[config.mk]
export PLATFORM = sky130hd
export DESIGN_NAME = valid_mask_writer
export DESIGN_NICKNAME = d
export VERILOG_FILES = /design/src/rtl/valid_mask_writer.sv
export SDC_FILE = /design/constraint.sdc
export NUM_CORES = 1
export LEC_CHECK = 0
export ABC_AREA = 1
export BUFFER_PORTS_ARGS = -buffer_cell sky130_fd_sc_hd__buf_2
export CAP_MARGIN = 20
export CORE_MARGIN = 4
export CORE_UTILIZATION = 50
export DETAILED_ROUTE_END_ITERATION = 12
export GPL_TIMING_DRIVEN = 0
export PLACE_DENSITY_LB_ADDON = 0.1
export SYNTH_ARGS = -nofsm -noshare
export SYNTH_HDL_FRONTEND = slang
export SYNTH_SLANG_ARGS = --single-unit
[constraint.sdc]
create_clock -name clk -period 1.6 [get_ports clk]
set_clock_uncertainty 0.2 [all_clocks]
set_input_delay 0.16 -clock clk [delete_from_list [all_inputs] [get_ports clk]]
set_output_delay 0.16 -clock clk [all_outputs]
set_load 0.02 [all_outputs]
[src/rtl/valid_mask_writer.sv]
// Producer side of the ping-pong valid-mask RAM: packs one nonzero bit per activation into masks
// and writes them to successive banks. Optional macro VALID_MASK_POPCOUNT_EN adds the wr_nnz output.
module valid_mask_writer #(
    parameter int unsigned DATA_WIDTH = 16,
    parameter int unsigned ADDR_WIDTH = 1,
    parameter int unsigned ACT_WIDTH  = 8
) (
    input  logic                  clk,
    input  logic                  rst_n,
    input  logic                  clk_en,
    input  logic                  in_valid,
    input  logic [ACT_WIDTH-1:0]  in_data,
    input  logic                  in_last,
    output logic                  in_ready,
    input  logic                  rd_release,
    output logic                  wr_req,
    output logic [DATA_WIDTH-1:0] wr_data,
    output logic [ADDR_WIDTH-1:0] wr_addr,
    output logic [ADDR_WIDTH:0]   occupancy,
    output logic                  full,
    output logic                  empty,
    output logic                  underflow_err
`ifdef VALID_MASK_POPCOUNT_EN
    ,
    output logic [$clog2(DATA_WIDTH):0] wr_nnz
`endif
);

    localparam int unsigned DEPTH     = 2 ** ADDR_WIDTH;
    localparam int unsigned OCC_W     = ADDR_WIDTH + 1;
    localparam int unsigned LANE_W    = $clog2(DATA_WIDTH);
    localparam int unsigned NNZ_W     = $clog2(DATA_WIDTH) + 1;
    localparam logic [OCC_W-1:0]  FULL_OCC  = OCC_W'(DEPTH);
    localparam logic [LANE_W-1:0] LAST_LANE = LANE_W'(DATA_WIDTH - 1);

    typedef enum logic {
        COLLECT = 1'b0,
        WRITE   = 1'b1
    } state_e;

    state_e                  state_q;
    logic [LANE_W-1:0]       lane_q;
    logic [DATA_WIDTH-1:0]   mask_q;
    logic [DATA_WIDTH-1:0]   mask_d;
    logic [DATA_WIDTH-1:0]   wr_data_q;
    logic [ADDR_WIDTH-1:0]   wptr_q;
    logic [ADDR_WIDTH-1:0]   wr_addr_q;
    logic [OCC_W-1:0]        occ_q;
    logic [OCC_W-1:0]        occ_d;
    logic                    underflow_q;

    logic ready_c;
    logic accept_c;
    logic act_nz_c;
    logic mask_done_c;
    logic write_fire_c;
    logic rel_ok_c;
    logic rel_under_c;

`ifdef VALID_MASK_POPCOUNT_EN
    logic [NNZ_W-1:0] nnz_q;
    logic [NNZ_W-1:0] wr_nnz_q;
`endif

    // Handshake, mask merge and occupancy next-state
    always_comb begin
        ready_c      = rst_n && clk_en && (state_q == COLLECT) && (occ_q < FULL_OCC);
        accept_c     = ready_c && in_valid;
        act_nz_c     = |in_data;
        mask_d       = mask_q;
        mask_d[lane_q] = act_nz_c;
        mask_done_c  = accept_c && ((lane_q == LAST_LANE) || in_last);
        write_fire_c = clk_en && (state_q == WRITE);
        rel_ok_c     = clk_en && rd_release && (occ_q != '0);
        rel_under_c  = clk_en && rd_release && (occ_q == '0);
        occ_d        = occ_q;
        if (write_fire_c && !rel_ok_c) begin
            occ_d = occ_q + OCC_W'(1);
        end else if (!write_fire_c && rel_ok_c) begin
            occ_d = occ_q - OCC_W'(1);
        end
    end

    // FSM and datapath registers; WRITE only retires while enabled
    always_ff @(posedge clk) begin
        if (!rst_n) begin
            state_q     <= COLLECT;
            lane_q      <= '0;
            mask_q      <= '0;
            wr_data_q   <= '0;
            wptr_q      <= '0;
            wr_addr_q   <= '0;
            occ_q       <= '0;
            underflow_q <= 1'b0;
`ifdef VALID_MASK_POPCOUNT_EN
            nnz_q       <= '0;
            wr_nnz_q    <= '0;
`endif
        end else begin
            occ_q <= occ_d;
            if (rel_under_c) begin
                underflow_q <= 1'b1;
            end
            case (state_q)
                COLLECT: begin
                    if (accept_c) begin
                        mask_q <= mask_d;
                        lane_q <= lane_q + LANE_W'(1);
`ifdef VALID_MASK_POPCOUNT_EN
                        nnz_q  <= nnz_q + NNZ_W'(act_nz_c);
`endif
                        if (mask_done_c) begin
                            state_q   <= WRITE;
                            wr_data_q <= mask_d;
                            wr_addr_q <= wptr_q;
`ifdef VALID_MASK_POPCOUNT_EN
                            wr_nnz_q  <= nnz_q + NNZ_W'(act_nz_c);
`endif
                        end
                    end
                end
                WRITE: begin
                    if (clk_en) begin
                        state_q <= COLLECT;
                        wptr_q  <= wptr_q + ADDR_WIDTH'(1);
                        lane_q  <= '0;
                        mask_q  <= '0;
`ifdef VALID_MASK_POPCOUNT_EN
                        nnz_q   <= '0;
`endif
                    end
                end
            endcase
        end
    end

    assign in_ready      = ready_c;
    assign wr_req        = rst_n && write_fire_c;
    assign wr_data       = wr_data_q;
    assign wr_addr       = wr_addr_q;
    assign occupancy     = occ_q;
    assign full          = (occ_q == FULL_OCC);
    assign empty         = (occ_q == '0);
    assign underflow_err = underflow_q;
`ifdef VALID_MASK_POPCOUNT_EN
    assign wr_nnz        = wr_nnz_q;
`endif

endmodule

==> results.yml <==
clock_tree:
  numCtsBuffers: 5
  clock_sinks: 42
  tritoncts: "done"
  cts-root-buf: "clkbuf_8"
  cts.path.max_buffers: 2
  clk_pin_slew_worst_paths_ns: 0.08
  htree_levels: 2
  worstSkewPairLatency_ns: 0.30
timing:
  tns_ns: -0.00495
  fin_crit_ns: 1.60
  setup_ws_ns: -0.00391
  worstMarginPinSlew_ns: 0.602
  slew_violations: 0
  rsz0062_at_grt: "true"
  min_period_over_period_pct: 100
  finalSetupViolations: 2
  finalHoldViolations: 0
  timing.slew.headroom_pct: 59.8
  fmax_mhz: 623
job:
  cap_violations: 0
setup_path:
  endpoint_kind: "flip-flop"
  worstSetupStartpointType: "flip-flop"
  r2r_slack_ns: -0.004
  ff2ff_path_depth: 8
  crit_required_ns: 1.59
  rr_endpoint: "wr_data[6]"
  critPathKind: "flip-flop to flip-flop"
  reg2reg_from: "occupancy[1]"
  cp_max_fo: 5
  crit_arrival_ns: 1.60
routing:
  wl_mm: 5.75
  remaining_drc_errors: 0
  first_iter_violations: 176
  ant_nets: 0
  wl_per_cell_um: 13.4
  first_pass_iters: 4
  route.vias.total: 2187
  avgViaCountPerCell: 5.07
power:
  total_power_w: 0.00209
  p_leak_nw: 1.32
  power_density_nw_per_um2: 716
  peakVddDrop_v: 0.000427
floorplanning:
  core_um2: 4030
  io_pins: 38
  std_cell_rows: 23
  fp.dieH_um: 72.9
  fp.dieW_um: 72.9
  dieArea_um2: 5310
  start_util_pct: 52.2
global_route:
  grt_max_degree: 13
  overflow: 0
  grt_pass1_wl_mm: 9.00
  antenna_found_initial: 0
  grt_pass1_vias: 1950
  groute.usage.overall_pct: 22.0
logic_synthesis:
  yosysWarnings: 0
  ys_seq_elements: 42
  syn_inst: 317
  syn-num-nets: 336
  synthDistinctLibCells: 19
  synth_top_area_share_pct: 40.0
  synth_area_um2: 2100
  synth_sequential_area_ratio_pct: 40.0
  yosys.area.top_type: "dfxtp_1"
  synth_area_leaders: "dfxtp_1 (40%), nand2_1 (12%), nor2_1 (9.1%)"
  syn_avg_cell_area_um2: 6.63
worst_hold_path:
  holdCritPathClass: "input pin to flip-flop"
  worstHoldStart: "clk_en"
  min_path_cells: 4
  hold-path-endpoint: "state_q"
layout:
  layout_common_cells: "nand2_1 (56), nor2_1 (47), dfxtp_1 (37)"
  diodes: 0
  layout_commonest_cell: "nand2_1"
  area_growth_syn_to_layout_pct: 39.1
  drive_above_1_share_pct: 33.3
  nets: 400
place:
  hpwl_mm: 3.55
  io_buffers: 37
  finalWeightedCongestion: 0.851
run_status:
  violations: "setup timing"
  status: "finished with violations"
cell type report:
class | instances | area [µm²]
Timing Repair Buffer | 57 | 415
Multi-Input combinational cell | 223 | 1260
Tap cell | 50 | 62.6
Inverter | 41 | 156
Sequential cell | 42 | 857
Buffer | 11 | 88.8
Clock buffer | 7 | 86.3
Fill cell | 315 | 1100
Yosys cell counts (all sizes together):
library cell and count:
a21oi 38, a31oi 1, buf 4, clkbuf 8, dfxtp 42, ha 5
inv 41, nand2 68, nand3 34, nand3b 1, nor2 51, nor3 1
o21ai 12, o21bai 4, or2 5, xor2 2
routing by layer:
metal	vias up	wire length [µm]	GRT usage [%]	part of all wire, %
met2	81	2730	36.7	47
met5	-	0	0	0
met3	13	442	4.82	7.7
met4	0	121	7.58	2.1
li1	1134	-	-	-
met1	959	2460	28.0	43
state kept, by name, summed over array words and instances (netlist names):
name           cells
mask_q            16
wr_data           16
lane_q             4
occupancy          2
state_q            1
underflow_err      1
wptr_q             1
wr_addr            1
worst max path at each step:
stage	start	end	slack (ns)	depth (start not counted)
after detailed placement	in_data[7]	wr_data[3]	-0.34	8
after floorplan	occupancy[0]	occupancy[1]	-0.07	7
after CTS	lane_q[0]	wr_data[9]	-0.007	9
final	occupancy[1]	wr_data[6]	-0.004	8
after global placement	in_data[7]	wr_data[2]	-0.32	8
after global routing	occupancy[1]	mask_q[9]	-0.07	7
worst max-delay path: stages (launching register included):
cell	delay, ns
dfxtp_4	0.37
inv_4	0.07
nand2_4	0.06
nor3_4	0.22
buf_12	0.15
nand2_8	0.08
clkbuf_16	0.17
a21oi_2	0.11
nor2_1	0.05
through the flow:
stage | util, % | area (µm²) | worst slack (ns) | std cells | hold slack (ns)
final | 72.6 | 2930 | -0.00391 | 431 | 0.0134
after global routing | 72.6 | 2930 | -0.0685 | 431 | 0.0151
after global placement | 59.2 | 2390 | -0.325 | 404 | 0.228
after CTS | 68.5 | 2760 | -0.00744 | 427 | 0.00274
after floorplan | - | 2140 | -0.0667 | 317 | 0.0909
after detailed placement | 59.2 | 2390 | -0.336 | 404 | 0.234
power breakdown:
part           total [W]  leakage [nW]  switching (W)  internal, W
sequential       0.00108         0.343      0.0000159      0.00107
combinational   0.000303         0.937       0.000181     0.000122
clock           0.000710        0.0443       0.000367     0.000343
total            0.00209          1.32       0.000564      0.00153
cell families (layout without fill, tap and decap cells):
group                      after synthesis  after routing  share of synthesized area (%)
xor gates and xnor gates                 2              2                          0.833
adders and majority gates                5              5                           2.97
DFF                                     42             42                           40.0
AOI/OAI and AO/OA                       55             55                           13.6
buffers and inverters                   53            116                           10.3
and+or+nand+nor                        160            161                           32.3
what timing repair did:
item | in CTS | in global routing
setup endpoints to repair | 33 | 39
endpoints found under the hold margin | 2 | 0
buffers inserted | 11 | 3
hold buffers | 3 | 0
gates resized for setup | 39 | 42
cloned | 2 | 2
pin swaps | 6 | 15
No activity file was read; power rests on OpenSTA's default activity.
